**config.mk**
```make
export PLATFORM = sky130hd
export DESIGN_NAME = operand_entry_fsm
export DESIGN_NICKNAME = d
export VERILOG_FILES = /design/src/rtl/operand_entry_fsm.sv
export SDC_FILE = /design/constraint.sdc
export NUM_CORES = 1
export LEC_CHECK = 0
export BUFFER_PORTS_ARGS = -buffer_cell sky130_fd_sc_hd__buf_2
export CORE_AREA = 2 2 79 119
export DETAILED_ROUTE_END_ITERATION = 6
export DIE_AREA = 0 0 81 121
export GPL_TIMING_DRIVEN = 0
export HOLD_SLACK_MARGIN = 0.02
export MAX_ROUTING_LAYER = met4
export PLACE_DENSITY = 0.55
export SYNTH_ARGS = -nofsm -noshare
export SYNTH_HDL_FRONTEND = slang
export SYNTH_SLANG_ARGS = --single-unit
```
**constraint.sdc**
```tcl
create_clock -name clk -period 5.1 [get_ports clk]
set_input_delay 0 -clock clk [delete_from_list [all_inputs] [get_ports clk]]
set_output_delay 0 -clock clk [all_outputs]
set_load 0.005 [all_outputs]
```
**src/rtl/operand_entry_fsm.sv**
```systemverilog
// operand_entry_fsm: collects two 4-bit operands and a 3-bit opcode from
// switches, one value per press of a debounced enter key, and presents them
// to a downstream ALU. A debounced clear key restarts entry from scratch.
// Opcode 3'b111 is rejected and flagged on LED_op_err.
module operand_entry_fsm #(
    parameter int DEBOUNCE_CYCLES = 500000
) (
    input  logic       clk,
    input  logic       rst,
    input  logic [3:0] SW,
    input  logic       SW_Cin,
    input  logic       KEY_enter_n,
    input  logic       KEY_clr_n,
    output logic [3:0] A_in,
    output logic [3:0] B_in,
    output logic [2:0] OP_sel,
    output logic       Cin,
    output logic       exec_pulse,
    output logic       result_valid,
    output logic [1:0] LED_state,
    output logic       LED_op_err
);

    // Debounce counter runs 0 .. DEBOUNCE_CYCLES-1.
    localparam int              CNT_W    = $clog2(DEBOUNCE_CYCLES);
    localparam logic [CNT_W-1:0] CNT_LAST = CNT_W'(DEBOUNCE_CYCLES - 1);

    // Key index 0 is enter, key index 1 is clear.
    localparam int K_ENTER = 0;
    localparam int K_CLR   = 1;

    typedef enum logic [1:0] {
        ST_A    = 2'b00,
        ST_B    = 2'b01,
        ST_OP   = 2'b10,
        ST_SHOW = 2'b11
    } state_t;

    logic [1:0]       w_key_raw;
    logic [1:0]       r_sync0;
    logic [1:0]       r_sync1;
    logic [1:0]       r_vld;
    logic [1:0]       r_level;
    logic [CNT_W-1:0] r_cnt [2];
    logic [1:0]       r_armed;
    logic [1:0]       r_press;

    state_t     r_state, w_state_nxt;
    logic [3:0] r_a, w_a_nxt;
    logic [3:0] r_b, w_b_nxt;
    logic [2:0] r_op, w_op_nxt;
    logic       r_cin, w_cin_nxt;
    logic       r_err, w_err_nxt;
    logic       r_exec, w_exec_nxt;

    logic w_enter;
    logic w_clr;

    assign w_key_raw = {KEY_clr_n, KEY_enter_n};

    // Two-flop synchronizer for both keys; r_vld marks when the flops hold
    // real samples again after reset rather than their reset value.
    always_ff @(posedge clk or posedge rst) begin
        if (rst) begin
            r_sync0 <= 2'b11;
            r_sync1 <= 2'b11;
            r_vld   <= 2'b00;
        end else begin
            // NOTE: non-blocking assignments make r_sync1 take the old r_sync0,
            // giving two real flop stages; blocking here would collapse them.
            r_sync0 <= w_key_raw;
            r_sync1 <= r_sync0;
            r_vld   <= {r_vld[0], 1'b1};
        end
    end

    // Per-key debounce: accept a new level after DEBOUNCE_CYCLES consecutive
    // differing samples, and emit one press pulse on an accepted 1->0 change.
    always_ff @(posedge clk or posedge rst) begin
        if (rst) begin
            r_level <= 2'b11;
            r_armed <= 2'b00;
            r_press <= 2'b00;
            for (int k = 0; k < 2; k++) begin
                r_cnt[k] <= '0;
            end
        end else begin
            for (int k = 0; k < 2; k++) begin
                r_press[k] <= 1'b0;
                if (r_sync1[k] == r_level[k]) begin
                    r_cnt[k] <= '0;
                end else if (r_cnt[k] == CNT_LAST) begin
                    r_level[k] <= r_sync1[k];
                    r_cnt[k]   <= '0;
                    r_press[k] <= r_level[k] & r_armed[k];
                end else begin
                    r_cnt[k] <= r_cnt[k] + 1'b1;
                end
                // NOTE: a key only becomes able to press once it has been seen
                // released after reset, so a key held through reset is ignored
                // until it is let go and pressed again.
                if (r_vld[1] && r_sync1[k]) begin
                    r_armed[k] <= 1'b1;
                end
            end
        end
    end

    assign w_enter = r_press[K_ENTER];
    assign w_clr   = r_press[K_CLR];

    // State and operand registers.
    always_ff @(posedge clk or posedge rst) begin
        if (rst) begin
            r_state <= ST_A;
            r_a     <= '0;
            r_b     <= '0;
            r_op    <= '0;
            r_cin   <= 1'b0;
            r_err   <= 1'b0;
            r_exec  <= 1'b0;
        end else begin
            r_state <= w_state_nxt;
            r_a     <= w_a_nxt;
            r_b     <= w_b_nxt;
            r_op    <= w_op_nxt;
            r_cin   <= w_cin_nxt;
            r_err   <= w_err_nxt;
            r_exec  <= w_exec_nxt;
        end
    end

    // Next-state and capture logic; clear outranks enter.
    always_comb begin
        // NOTE: every output of this block gets a hold value first, so paths
        // that do not assign it cannot infer a latch.
        w_state_nxt = r_state;
        w_a_nxt     = r_a;
        w_b_nxt     = r_b;
        w_op_nxt    = r_op;
        w_cin_nxt   = r_cin;
        w_err_nxt   = r_err;
        w_exec_nxt  = 1'b0;

        if (w_clr) begin
            w_state_nxt = ST_A;
            w_a_nxt     = '0;
            w_b_nxt     = '0;
            w_op_nxt    = '0;
            w_cin_nxt   = 1'b0;
            w_err_nxt   = 1'b0;
        end else if (w_enter) begin
            unique case (r_state)
                ST_A: begin
                    w_a_nxt     = SW;
                    w_state_nxt = ST_B;
                end
                ST_B: begin
                    w_b_nxt     = SW;
                    w_state_nxt = ST_OP;
                end
                ST_OP: begin
                    if (SW[2:0] != 3'b111) begin
                        w_op_nxt    = SW[2:0];
                        w_cin_nxt   = SW_Cin;
                        w_err_nxt   = 1'b0;
                        w_exec_nxt  = 1'b1;
                        w_state_nxt = ST_SHOW;
                    end else begin
                        w_err_nxt = 1'b1;
                    end
                end
                ST_SHOW: begin
                    w_state_nxt = ST_A;
                end
                default: begin
                    w_state_nxt = ST_A;
                end
            endcase
        end
    end

    assign A_in         = r_a;
    assign B_in         = r_b;
    assign OP_sel       = r_op;
    assign Cin          = r_cin;
    assign exec_pulse   = r_exec;
    assign result_valid = (r_state == ST_SHOW);
    assign LED_state    = r_state;
    assign LED_op_err   = r_err;

endmodule

```
Yosys cells after proc, flatten, opt, wreduce, memory -nomap -nowiden --
Index checks and enable logic that the tools add are counted.
Cells by class: reduce and logical (&&, ||, !) cells 15, add/subtract/negate cells 2, multiplexer cells 34, bitwise gates (word level) 4, div/mod/pow operators 0, equality and inequality tests 9, shifts and indexed selects 0, multipliers 0, magnitude comparators 0
Operators with widths (count):
- two-way mux 19 bit | 4
- adder 19 x 1 -> 19 bit, second input constant | 2
- equality test 19 bit, second input constant | 2
- two-way mux 4 bit | 6
- two-way mux 1 bit | 16
- two-way mux 3 bit | 4
- AND reduction 2 bit | 6
- nonzero test 2 bit | 5
- one-hot mux 2 bit (4 select lines) | 1
- two-way mux 2 bit | 3
- inequality test 3 bit, second input constant | 2
- equality test 2 bit, second input constant | 2
- AND reduction 3 bit | 1
- AND 1 bit | 2
- equality test 1 bit | 2
- equality test 2 x 1 -> 1 bit, second input constant | 1
- logical AND 1 bit | 2
- zero test 2 bit | 1
- NOT 1 bit | 2
Storage, ports and cells: output and inout bits 17, flip-flop bits (word level) 66, memory bits (writable) 0, logic and storage cells 81, latch bits 0, memories kept 0, memory bits (read-only) 0

Longest topological paths before layout --
Gate-level depths: netlist of run 1.
word-level depth 5, gate-level depth with buffers 7, gate-level depth less buffers 6

Worst setup path before layout of run 1 --
Ideal clock, no wire load.
kind reg2reg, from reg r_cnt[11] in the netlist's numbering, to reg r_cnt[5] in the netlist's numbering, period minus slack after synthesis 1.986 ns, path slack 3.114 ns, arrival 1.867 ns, setup time 0.119 ns, cell stages (with the launch flop) 6, cell sequence dfrtp_1 > or4b_1 > or4_4 > o21ai_4 > buf_6 > nor2_1
Between the ends: cells in the longest elaborated chain, start to end 3
Ends and longest elaborated chain:
- start: declaration | line 44 | logic [CNT_W-1:0] r_cnt [2];
- start signal: indexed assignment | line 97 | r_cnt[k] <= r_cnt[k] + 1'b1;
- equality test 19 bit | line 92 | end else if (r_cnt[k] == CNT_LAST) begin
- two-way mux 19 bit | line 92
- two-way mux 19 bit | line 90 | if (r_sync1[k] == r_level[k]) begin
No other way between the ends. A chain may end at the register's enable or synchronous reset.

Worst setup path after layout of run 1 --
from reg r_cnt[19] in the netlist's numbering, to reg r_cnt[27] in the netlist's numbering
Between the ends: cells in the longest elaborated chain, start to end 3, elaborated cells between the ends (all ways) 4, those cells by class add/sub: 1; eq/ne: 1; mux: 2
Ends and longest elaborated chain (line):
- adder 19 x 1 -> 19 bit / equality test 19 bit (equally long branches) | 97, 92
- two-way mux 19 bit * | 92
- two-way mux 19 bit * | 90
Mark *: on every way between the ends. The rest lies on a longest branch, timed or not.

==> flow_metrics.py, run 1 <==
metrics = {
    "sta": {
        "report.final.slew_viol_count": 0,
        "timing.final.crit_share": 0.451,
        "clock.fmax_ghz": 0.435,
        "finClkSkew_ns": 0.00617,
        "fin_crit_ns": 2.30,
        "timing.final.setup_violations": 0,
        "setup-tns-final_ns": 0,
        "timing_worst_slew_pin_value_ns": 0.805,
        "timing.slew.headroom": 0.464,
        "grt_setup_unrepaired": "false",
        "hold_viol_final": 0,
    },
    "critical_path": {
        "crit_path_start_kind": "register",
        "worst_ep_arrival_time_ns": 2.49,
        "critical_path_class": "reg2reg",
        "timing.critical_path.to_type": "register",
        "r2r_setup_slack_ns": 2.80,
        "cp_data_required_time_ns": 5.29,
        "crit_fanout": 10,
    },
    "route": {
        "detail_route.first_pass.iterations": 4,
        "post_drt_wl_per_cell_um": 13.4,
        "ant_nets": 0,
        "postRouteWirelength_um": 6040,
        "routed_via_density": 5.02,
        "route.vias.total": 2271,
        "detail_route.drc_violations": 0,
        "dr.first_iter.drc_count": 121,
    },
    "synthesis": {
        "synth-async-reset-ratio": 1.00,
        "synth_edf_count": 0,
        "seq_area_frac_synth": 0.550,
        "synth_top_cells_by_area": "sky130_fd_sc_hd__dfrtp_1 50%, sky130_fd_sc_hd__xnor2_1 5.5%, sky130_fd_sc_hd__dfstp_2 5.2%",
        "synth_warnings": 0,
        "postSynthRegisterBits": 66,
        "syn_nets": 309,
        "synthCells": 294,
        "synth_ff_type": "sky130_fd_sc_hd__dfrtp_1",
        "synth.avg_cell_area_sq_um": 10.3,
        "synthDominantAreaCellType": "sky130_fd_sc_hd__dfrtp_1",
        "synthesis.area_sq_um": 3020,
        "post-synth-top-area-fraction": 0.498,
        "ys_types": 41,
    },
    "layout": {
        "area_growth_pct": 21.5,
        "multi_input_area_sq_um": 1290,
        "finish.net_count": 353,
        "summed_area_of_non_filler_cells_in_the_final_layout_sq_um": 3660,
        "seqCellArea_sq_um": 1660,
        "drive_gt1_frac": 0.158,
        "fillers": 859,
        "antenna_cells": 0,
    },
    "place": {
        "place_congestion": 0.761,
        "io_buffer_count": 25,
        "placed_cell_area_sq_um": 3280,
        "place.detailed.hpwl_um": 4090,
    },
    "clock_tree": {
        "max-clock-path-buffers": 2,
        "clk_root_buffer_cell": "sky130_fd_sc_hd__clkbuf_16",
        "cts-resized-gates": 0,
        "clk_pin_slew_worst_paths_ns": 0.05,
        "number_of_buffers_created_by_cts": 9,
        "clock_latency_ns": 0.33,
        "cts.sinks": 66,
        "cts_tree": "done",
        "htree_num_levels": 3,
    },
    "power": {
        "switchingPower_uw": 249,
        "pwr-share-comb": 0.033,
        "worst_ir_drop_vdd_mv": 0.169,
        "internal_portion_of_total_power_uw": 950,
        "pwr-share-clk": 0.516,
        "p_leak_uw": 0.00151,
        "power.density_cell_area_nw_per_um2": 327,
        "power_switching_share": 0.207,
        "share_seq_of_total_power": 0.451,
        "p_total_uw": 1200,
    },
    "floorplanning": {
        "fp.dieArea_sq_um": 9800,
        "die_height_um": 121,
        "initial_utilization": 0.346,
        "core_area_sq_um": 8720,
        "fp-row-count": 42,
        "io_pins": 26,
        "die_width_um": 81,
    },
    "grt": {
        "vias_in_the_first_global_route": 2323,
        "maximum_number_of_pins_on_one_net_before_global_route_repair": 67,
        "grt_pass1_wl_um": 10700,
        "grtUsageTotal": 0.146,
        "globalRouteOverflowTotal": 0,
        "antenna_found_initial": 0,
    },
    "min_path": {
        "hold_path_class": "in2reg",
    },
    "outcome": {
        "run_status": "completed",
    },
    "job": {
        "cap_viol_max_count": 0,
    },
}
flip-flops by register name, indices dropped and copies added (netlist names), 2 cells and up:
register / flops
LED_state: 2
r_level: 2
A_in: 4
OP_sel: 3
r_cnt: 38
r_sync0: 2
r_armed: 2
B_in: 4
r_press: 2
r_sync1: 2
r_vld: 2
critical path: stages, from the launching register on:
cell and delay (ns):
sky130_fd_sc_hd__dfrtp_1 0.38, sky130_fd_sc_hd__ha_1 0.23, sky130_fd_sc_hd__nand4_1 0.36, sky130_fd_sc_hd__o21ai_1 0.63, sky130_fd_sc_hd__clkbuf_1 0.45, sky130_fd_sc_hd__nor2_1 0.11
synthesized netlist by cell type (2+ instances only):
| cell type | n |
|---|---|
| sky130_fd_sc_hd__mux2_2 | 2 |
| sky130_fd_sc_hd__or3_1 | 7 |
| sky130_fd_sc_hd__inv_1 | 8 |
| sky130_fd_sc_hd__o21ai_0 | 6 |
| sky130_fd_sc_hd__o31ai_1 | 3 |
| sky130_fd_sc_hd__and3_1 | 5 |
| sky130_fd_sc_hd__ha_1 | 6 |
| sky130_fd_sc_hd__and2_1 | 3 |
| sky130_fd_sc_hd__clkbuf_1 | 4 |
| sky130_fd_sc_hd__nand2_1 | 28 |
| sky130_fd_sc_hd__dfrtp_1 | 60 |
| sky130_fd_sc_hd__or4_1 | 4 |
| sky130_fd_sc_hd__dfstp_2 | 6 |
| sky130_fd_sc_hd__nor3_1 | 8 |
| sky130_fd_sc_hd__mux2i_1 | 4 |
| sky130_fd_sc_hd__nand4_1 | 11 |
| sky130_fd_sc_hd__nor4_1 | 5 |
| sky130_fd_sc_hd__nor2_1 | 36 |
| sky130_fd_sc_hd__xor2_1 | 8 |
| sky130_fd_sc_hd__a21oi_1 | 20 |
| sky130_fd_sc_hd__nand3_1 | 20 |
| sky130_fd_sc_hd__a21o_1 | 2 |
| sky130_fd_sc_hd__and4_1 | 2 |
| sky130_fd_sc_hd__xnor2_1 | 19 |
power groups by stage:
stage	Combinational, uW	Clock (uW)	Sequential, uW
floorplan	21.5	0	549
global placement	35.8	0	549
detailed placement	36.4	0	550
CTS	41.4	641	541
global route	45.9	660	542
finish	39.8	619	541
final cells by class:
cell class / instances / area share
Sequential cell: 66 / 0.453
Timing Repair Buffer: 33 / 0.0560
Multi-Input combinational cell: 214 / 0.353
Clock buffer: 11 / 0.0690
Buffer: 6 / 0.00854
Clock inverter: 4 / 0.0140
Tap cell: 110 / 0.0376
Inverter: 8 / 0.00888
cell families after synthesis:
group	count (synthesis)	share of synthesized area
AND/OR/NAND/NOR	139	0.237
flip-flops	66	0.550
AO/OA/AOI/OAI	35	0.0676
XOR/XNOR	27	0.0784
buffers and inverters	14	0.0203
adder cells (fa/ha/maj)	6	0.0249
multiplexers	6	0.0207
other	1	0.00124
repair_timing:
action | CTS | global route
hold endpoints to repair | 73 | 0
hold buffers | 8 | 0
setup buffers | 0 | 0
worst paths after layout:
check                            start    endpoint  cells past startpoint
max                          r_cnt[19]   r_cnt[27]                      5
min                        KEY_enter_n  r_sync0[0]                      2
max reg2reg                  r_cnt[19]   r_cnt[27]                      5
min reg2reg                   r_vld[0]    r_vld[1]                      0
max in group asynchronous          rst    r_vld[1]                      3
min in group asynchronous          rst   r_cnt[13]                      3
metal layers:
metal	GRT usage	vias up	routed length (um)
li1	-	1125	-
met1	0.170	1106	2540
met2	0.233	31	3200
met3	0.0275	9	162
met4	0.0847	0	138
met5	-	-	0
layout by cell type, fill, tap and decap left out, types with 7 or more instances in the layout:
cell type / Yosys / final
sky130_fd_sc_hd__dfrtp_1: 60 / 60
sky130_fd_sc_hd__nor2_1: 36 / 36
sky130_fd_sc_hd__nand2_1: 28 / 28
sky130_fd_sc_hd__buf_2: 1 / 26
sky130_fd_sc_hd__a21oi_1: 20 / 20
sky130_fd_sc_hd__nand3_1: 20 / 20
sky130_fd_sc_hd__xnor2_1: 19 / 19
sky130_fd_sc_hd__nand4_1: 11 / 11
sky130_fd_sc_hd__clkbuf_16: 0 / 9
sky130_fd_sc_hd__nor3_1: 8 / 8
sky130_fd_sc_hd__xor2_1: 8 / 8
sky130_fd_sc_hd__dlygate4sd3_1: 0 / 8
sky130_fd_sc_hd__or3_1: 7 / 7
sky130_fd_sc_hd__inv_1: 8 / 7
through the flow:
stage	worst slack (ns)	utilization	hold WS, ns	cells
floorplan	3.11	-	0.00448	294
global placement	2.58	0.376	0.107	429
detailed placement	2.76	0.376	0.107	429
CTS	2.75	0.420	0.302	452
global route	2.57	0.420	0.306	452
finish	2.80	0.420	0.314	452
No activity file was read; power rests on OpenSTA's default activity.
==> inputs of run 2 (changes only) <==
PLACE_DENSITY = 0.57   (was 0.55)
clock period = 2.1 ns   (was 5.1 ns; I/O delays follow)
==> flow_metrics.py, run 2 (synthesized netlist as in run 1, its figures left out) <==
metrics = {
    "clock_tree": {
        "cts.sinks": 66,
        "max-clock-path-buffers": 2,
        "clock_latency_ns": 0.33,
        "clk_root_buffer_cell": "sky130_fd_sc_hd__clkbuf_16",
        "number_of_buffers_created_by_cts": 9,
        "cts_tree": "done",
        "clk_pin_slew_worst_paths_ns": 0.05,
        "htree_num_levels": 3,
    },
    "place": {
        "dp_cells": 429,
        "place_congestion": 0.813,
        "io_buffer_count": 25,
        "place.detailed.hpwl_um": 4110,
        "placed_cell_area_sq_um": 3280,
    },
    "grt": {
        "maximum_number_of_pins_on_one_net_before_global_route_repair": 67,
        "globalRouteOverflowTotal": 0,
        "grt_pass1_wl_um": 10900,
        "vias_in_the_first_global_route": 2336,
        "grtUsageTotal": 0.150,
        "antenna_found_initial": 0,
    },
    "critical_path": {
        "critPathMostFrequentCell": "sky130_fd_sc_hd__or4_4",
        "cp_cell_sequence": "or4_4, or4_4, o21ai_4, buf_12, a21oi_1",
        "cp_data_required_time_ns": 2.30,
        "timing.critical_path.to_type": "register",
        "worstPathBufferInverterCount": 1,
        "largest_stage_delay_on_the_critical_path_ns": 0.55,
        "critical_path_class": "reg2reg",
        "worst_path_top_cell_family_by_delay": "simple AND/OR/NAND/NOR gates",
        "crit_path_start_kind": "register",
        "r2r_setup_slack_ns": 0.06,
        "crit_fanout": 6,
        "worst_ep_arrival_time_ns": 2.24,
        "worst_path_max_delay_cell": "sky130_fd_sc_hd__or4_4",
    },
    "route": {
        "dr.first_iter.drc_count": 139,
        "detail_route.first_pass.iterations": 4,
        "detail_route.drc_violations": 0,
        "ant_nets": 0,
        "route.vias.total": 2312,
        "post_drt_wl_per_cell_um": 13.6,
        "postRouteWirelength_um": 6300,
        "routed_via_density": 5.00,
    },
    "sta": {
        "fin_hold_ws_ns": 0.304,
        "hold_viol_final": 0,
        "timing.final.crit_share": 0.972,
        "grt_setup_unrepaired": "false",
        "timing_worst_slew_pin_value_ns": 0.808,
        "finClkSkew_ns": 0.00643,
        "timing.final.setup_violations": 0,
        "fin_crit_ns": 2.04,
        "report.final.slew_viol_count": 0,
        "clock.fmax_ghz": 0.490,
        "timing.slew.headroom": 0.461,
    },
    "layout": {
        "largest_reg_flops": 38,
        "finish.net_count": 362,
        "fin_cells": 462,
        "fillers": 866,
        "area_growth_pct": 25.4,
        "summed_area_of_non_filler_cells_in_the_final_layout_sq_um": 3780,
        "layout_common_cells": "59 x sky130_fd_sc_hd__dfrtp_1, 36 x sky130_fd_sc_hd__nor2_1, 28 x sky130_fd_sc_hd__nand2_1, 26 x sky130_fd_sc_hd__buf_2",
        "antenna_cells": 0,
        "seqCellArea_sq_um": 1660,
        "drive_gt1_frac": 0.193,
        "top_register": "r_cnt",
        "layout.cells.most_common": "sky130_fd_sc_hd__dfrtp_1",
        "multi_input_area_sq_um": 1310,
        "layout.core_utilization": 0.434,
    },
    "power": {
        "p_leak_uw": 0.00157,
        "worst_ir_drop_vdd_mv": 0.401,
        "switchingPower_uw": 616,
        "pwr-share-clk": 0.523,
        "internal_portion_of_total_power_uw": 2360,
        "share_seq_of_total_power": 0.441,
        "power_switching_share": 0.207,
        "power.density_cell_area_nw_per_um2": 786,
        "p_total_uw": 2970,
        "pwr-share-comb": 0.036,
    },
    "floorplanning": {
        "fp.dieArea_sq_um": 9800,
        "initial_utilization": 0.346,
        "die_width_um": 81,
        "fp-row-count": 42,
        "die_height_um": 121,
        "core_area_sq_um": 8720,
        "io_pins": 26,
    },
    "outcome": {
        "run_status": "completed",
    },
    "job": {
        "cap_viol_max_count": 0,
    },
    "min_path": {
        "hold_path_class": "in2reg",
    },
}
[run 2: stage by stage]
stage / setup TNS, ns / setup WS, ns
detailed placement: -2.48 / -0.176
floorplan: 0 / 0.114
CTS: 0 / 0.00279
finish: 0 / 0.0587
global placement: -26.33 / -0.406
global route: 0 / 0.00202
[run 2: final timing paths]
path                           start         end  cells past startpoint
max reg2reg                 r_cnt[7]   r_cnt[14]                      5
max                         r_cnt[7]   r_cnt[14]                      5
min reg2reg                 r_vld[0]    r_vld[1]                      0
max in group asynchronous        rst   r_cnt[11]                      3
min                        KEY_clr_n  r_sync0[1]                      2
min in group asynchronous        rst   OP_sel[1]                      3
[run 2: timing repair]
action | CTS | global route
hold buffers | 8 | 0
endpoints found under the setup margin | 21 | 27
gates resized for setup | 7 | 1
pin swaps | 1 | 4
hold endpoints to repair | 74 | 0
gates cloned | 1 | 0
buffers inserted | 3 | 5
[run 2: final cells by class]
cell class / count / share of cell area
sequential: 66 / 0.439
multi-input combinational: 214 / 0.347
timing repair buffer: 42 / 0.0764
clock buffer: 13 / 0.0715
tap: 110 / 0.0364
clock inverter: 3 / 0.0122
buffer: 6 / 0.00860
inverter: 8 / 0.00860
[run 2: worst reg2reg max path, stage by stage, from the launching register on]
cell and delay [ns]:
sky130_fd_sc_hd__dfrtp_1 0.38, sky130_fd_sc_hd__or4_4 0.54, sky130_fd_sc_hd__or4_4 0.55, sky130_fd_sc_hd__o21ai_4 0.25
sky130_fd_sc_hd__buf_12 0.15, sky130_fd_sc_hd__a21oi_1 0.04
[run 2: routing by layer]
| metal | wire length, um | up-vias | GRT usage |
|---|---|---|---|
| li1 | - | 1145 | - |
| met1 | 2640 | 1133 | 0.164 |
| met2 | 3360 | 26 | 0.244 |
| met3 | 185 | 8 | 0.0484 |
| met4 | 113 | 0 | 0.0689 |
| met5 | 0 | - | - |
[run 2: power by group through the flow]
stage / clock network (uW) / logic (uW) / registers (uW)
floorplan: 0 / 52.2 / 1330
global placement: 0 / 86.4 / 1330
detailed placement: 0 / 88.2 / 1340
CTS: 1590 / 110 / 1310
global route: 1660 / 124 / 1320
finish: 1560 / 106 / 1310
==> inputs of run 3 (changes only) <==
ABC_AREA = 1   (was default)
CORE_AREA = 2 2 84 127   (was 2 2 79 119)
DIE_AREA = 0 0 86 129   (was 0 0 81 121)
PLACE_DENSITY = 0.56   (was 0.57)
==> flow_metrics.py, run 3 <==
metrics = {
    "sta": {
        "grt_setup_unrepaired": "false",
        "fin_crit_ns": 1.49,
        "timing.final.setup_violations": 0,
        "timing.slew.headroom": 0.461,
        "finClkSkew_ns": 0.00591,
        "report.final.slew_viol_count": 0,
        "worst_setup_slack_final_ns": 0.607,
        "clock.fmax_ghz": 0.670,
        "timing.final.crit_share": 0.711,
        "hold_viol_final": 0,
        "setup-tns-final_ns": 0,
        "timing_worst_slew_pin_value_ns": 0.808,
    },
    "synthesis": {
        "synthDominantAreaCellType": "sky130_fd_sc_hd__dfrtp_1",
        "synthesis.area_sq_um": 3420,
        "syn_nets": 436,
        "synth-async-reset-ratio": 1.00,
        "synth_top_cells_by_area": "sky130_fd_sc_hd__dfrtp_1 44%, sky130_fd_sc_hd__nor2_1 11%, sky130_fd_sc_hd__nand2_1 8.1%",
        "synth_most_common_cell": "sky130_fd_sc_hd__nor2_1",
        "synth.avg_cell_area_sq_um": 8.12,
        "synth_warnings": 0,
        "postSynthRegisterBits": 66,
        "synth_ff_type": "sky130_fd_sc_hd__dfrtp_1",
        "synthCells": 421,
        "seq_area_frac_synth": 0.485,
        "post-synth-top-area-fraction": 0.439,
        "synth_edf_count": 0,
        "ys_types": 31,
        "synth_commonest_cells": "99 x sky130_fd_sc_hd__nor2_1, 74 x sky130_fd_sc_hd__nand2_1, 60 x sky130_fd_sc_hd__dfrtp_1, 47 x sky130_fd_sc_hd__inv_1, 42 x sky130_fd_sc_hd__nand3_1",
    },
    "route": {
        "dr.first_iter.drc_count": 138,
        "postRouteWirelength_um": 7190,
        "route.vias.total": 2711,
        "detail_route.first_pass.iterations": 4,
        "routed_via_density": 4.63,
        "detail_route.drc_violations": 0,
        "post_drt_wl_per_cell_um": 12.3,
        "ant_nets": 0,
    },
    "grt": {
        "vias_in_the_first_global_route": 2737,
        "antenna_found_initial": 0,
        "maximum_number_of_pins_on_one_net_before_global_route_repair": 67,
        "grt_pass1_wl_um": 12400,
        "grtUsageTotal": 0.147,
        "globalRouteOverflowTotal": 0,
    },
    "power": {
        "p_total_uw": 2740,
        "p_leak_uw": 0.00185,
        "power.density_cell_area_nw_per_um2": 682,
        "worst_ir_drop_vdd_mv": 0.519,
    },
    "floorplanning": {
        "initial_utilization": 0.343,
        "core_area_sq_um": 9970,
        "die_height_um": 129,
        "die_width_um": 86,
        "fp-row-count": 45,
        "io_pins": 26,
        "fp.dieArea_sq_um": 11100,
    },
    "critical_path": {
        "crit_path_start_kind": "register",
        "critical_path_class": "reg2reg",
        "crit_fanout": 10,
        "r2r_setup_slack_ns": 0.61,
        "worst_ep_arrival_time_ns": 1.70,
        "timing.critical_path.to_type": "register",
        "cp_data_required_time_ns": 2.31,
    },
    "layout": {
        "finish.net_count": 478,
        "drive_gt1_frac": 0.179,
        "antenna_cells": 0,
        "area_growth_pct": 17.7,
        "layout.cells.most_common": "sky130_fd_sc_hd__nor2_1",
        "layout_common_cells": "99 x sky130_fd_sc_hd__nor2_1, 74 x sky130_fd_sc_hd__nand2_1, 60 x sky130_fd_sc_hd__dfrtp_1, 46 x sky130_fd_sc_hd__inv_1, 42 x sky130_fd_sc_hd__nand3_1",
        "top_register": "r_cnt",
        "layout.core_utilization": 0.404,
        "largest_reg_flops": 38,
    },
    "clock_tree": {
        "cts-resized-gates": 0,
        "cts_tree": "done",
        "number_of_buffers_created_by_cts": 9,
        "clk_pin_slew_worst_paths_ns": 0.05,
        "htree_num_levels": 3,
        "clock_latency_ns": 0.32,
        "cts.sinks": 66,
        "max-clock-path-buffers": 2,
        "clk_root_buffer_cell": "sky130_fd_sc_hd__clkbuf_16",
    },
    "place": {
        "place_congestion": 0.875,
        "detailedPlace.worstSlack_ns": 0.590,
        "place.detailed.hpwl_um": 5370,
        "io_buffer_count": 25,
    },
    "min_path": {
        "hold_path_class": "in2reg",
    },
    "outcome": {
        "run_status": "completed",
    },
    "job": {
        "cap_viol_max_count": 0,
    },
}
-- run 3: changes by cell type after synthesis, moves of 10 or more --
cell,previous run,this run
sky130_fd_sc_hd__a21oi_1,20,8
sky130_fd_sc_hd__inv_1,8,47
sky130_fd_sc_hd__nand2_1,28,74
sky130_fd_sc_hd__nand3_1,20,42
sky130_fd_sc_hd__nor2_1,36,99
sky130_fd_sc_hd__nor2_2,0,10
sky130_fd_sc_hd__xnor2_1,19,6
-- run 3: cell families (layout without fill, tap and decap cells) --
| group | count (synthesis) | count (layout) | synth area share |
|---|---|---|---|
| XOR/XNOR | 18 | 18 | 0.0483 |
| AND/OR/NAND/NOR | 247 | 247 | 0.323 |
| adder cells (fa/ha/maj) | 6 | 6 | 0.0220 |
| multiplexers | 8 | 8 | 0.0263 |
| AO/OA/AOI/OAI | 23 | 23 | 0.0366 |
| flip-flops | 66 | 66 | 0.485 |
| buffers and inverters | 52 | 99 | 0.0578 |
| other | 1 | 1 | 0.00110 |
-- run 3: worst max-delay path, cell delays in order (launching register included) --
cell	delay [ns]
sky130_fd_sc_hd__dfstp_2	0.38
sky130_fd_sc_hd__xnor2_2	0.49
sky130_fd_sc_hd__inv_1	0.27
sky130_fd_sc_hd__nand2_4	0.17
sky130_fd_sc_hd__nor2_1	0.06
-- run 3: cell type report --
cell class	count	area [sq um]
fillers	1021	5940
flip-flops and latches	66	1660
multi-input cells	303	1560
clock buffers	11	243
inverters	49	186
repair buffers	31	185
well taps	117	146
clock inverters	5	30.0
plain buffers	3	13.8
-- run 3: worst paths after layout --
path | depth (start not counted) | to | start
max | 4 | r_cnt[36] | r_level[0]
min | 5 | OP_sel[2] | SW[2]
max reg2reg | 4 | r_cnt[36] | r_level[0]
min reg2reg | 0 | r_vld[1] | r_vld[0]
max in group asynchronous | 3 | r_vld[1] | rst
min in group asynchronous | 3 | r_cnt[1] | rst
-- run 3: stage by stage --
stage / hold WS [ns] / instance area, sq um / instances
after floorplan: 0.00448 / 3420 / 421
after detailed placement: 0.107 / 3690 / 563
after global routing: 0.0849 / 4030 / 585
final: 0.0323 / 4030 / 585
after CTS: 0.0207 / 4030 / 585
after global placement: 0.107 / 3690 / 563
-- run 3: routing by layer --
layer,GRT usage,routed length [um],part of all wire
met5,-,0,0
met4,0.0672,181,0.025
met3,0.0282,198,0.028
met2,0.254,3860,0.54
met1,0.163,2950,0.41
-- run 3: report_power, final --
part / internal, uW / switching (uW)
sequential: 1290 / 10.5
clock: 824 / 530
combinational: 28.8 / 59.6
-- run 3: repair_timing --
item                                   in CTS  in global routing
endpoints found under the hold margin      65                  0
buffers inserted                            0                  0
hold buffers                                6                  0
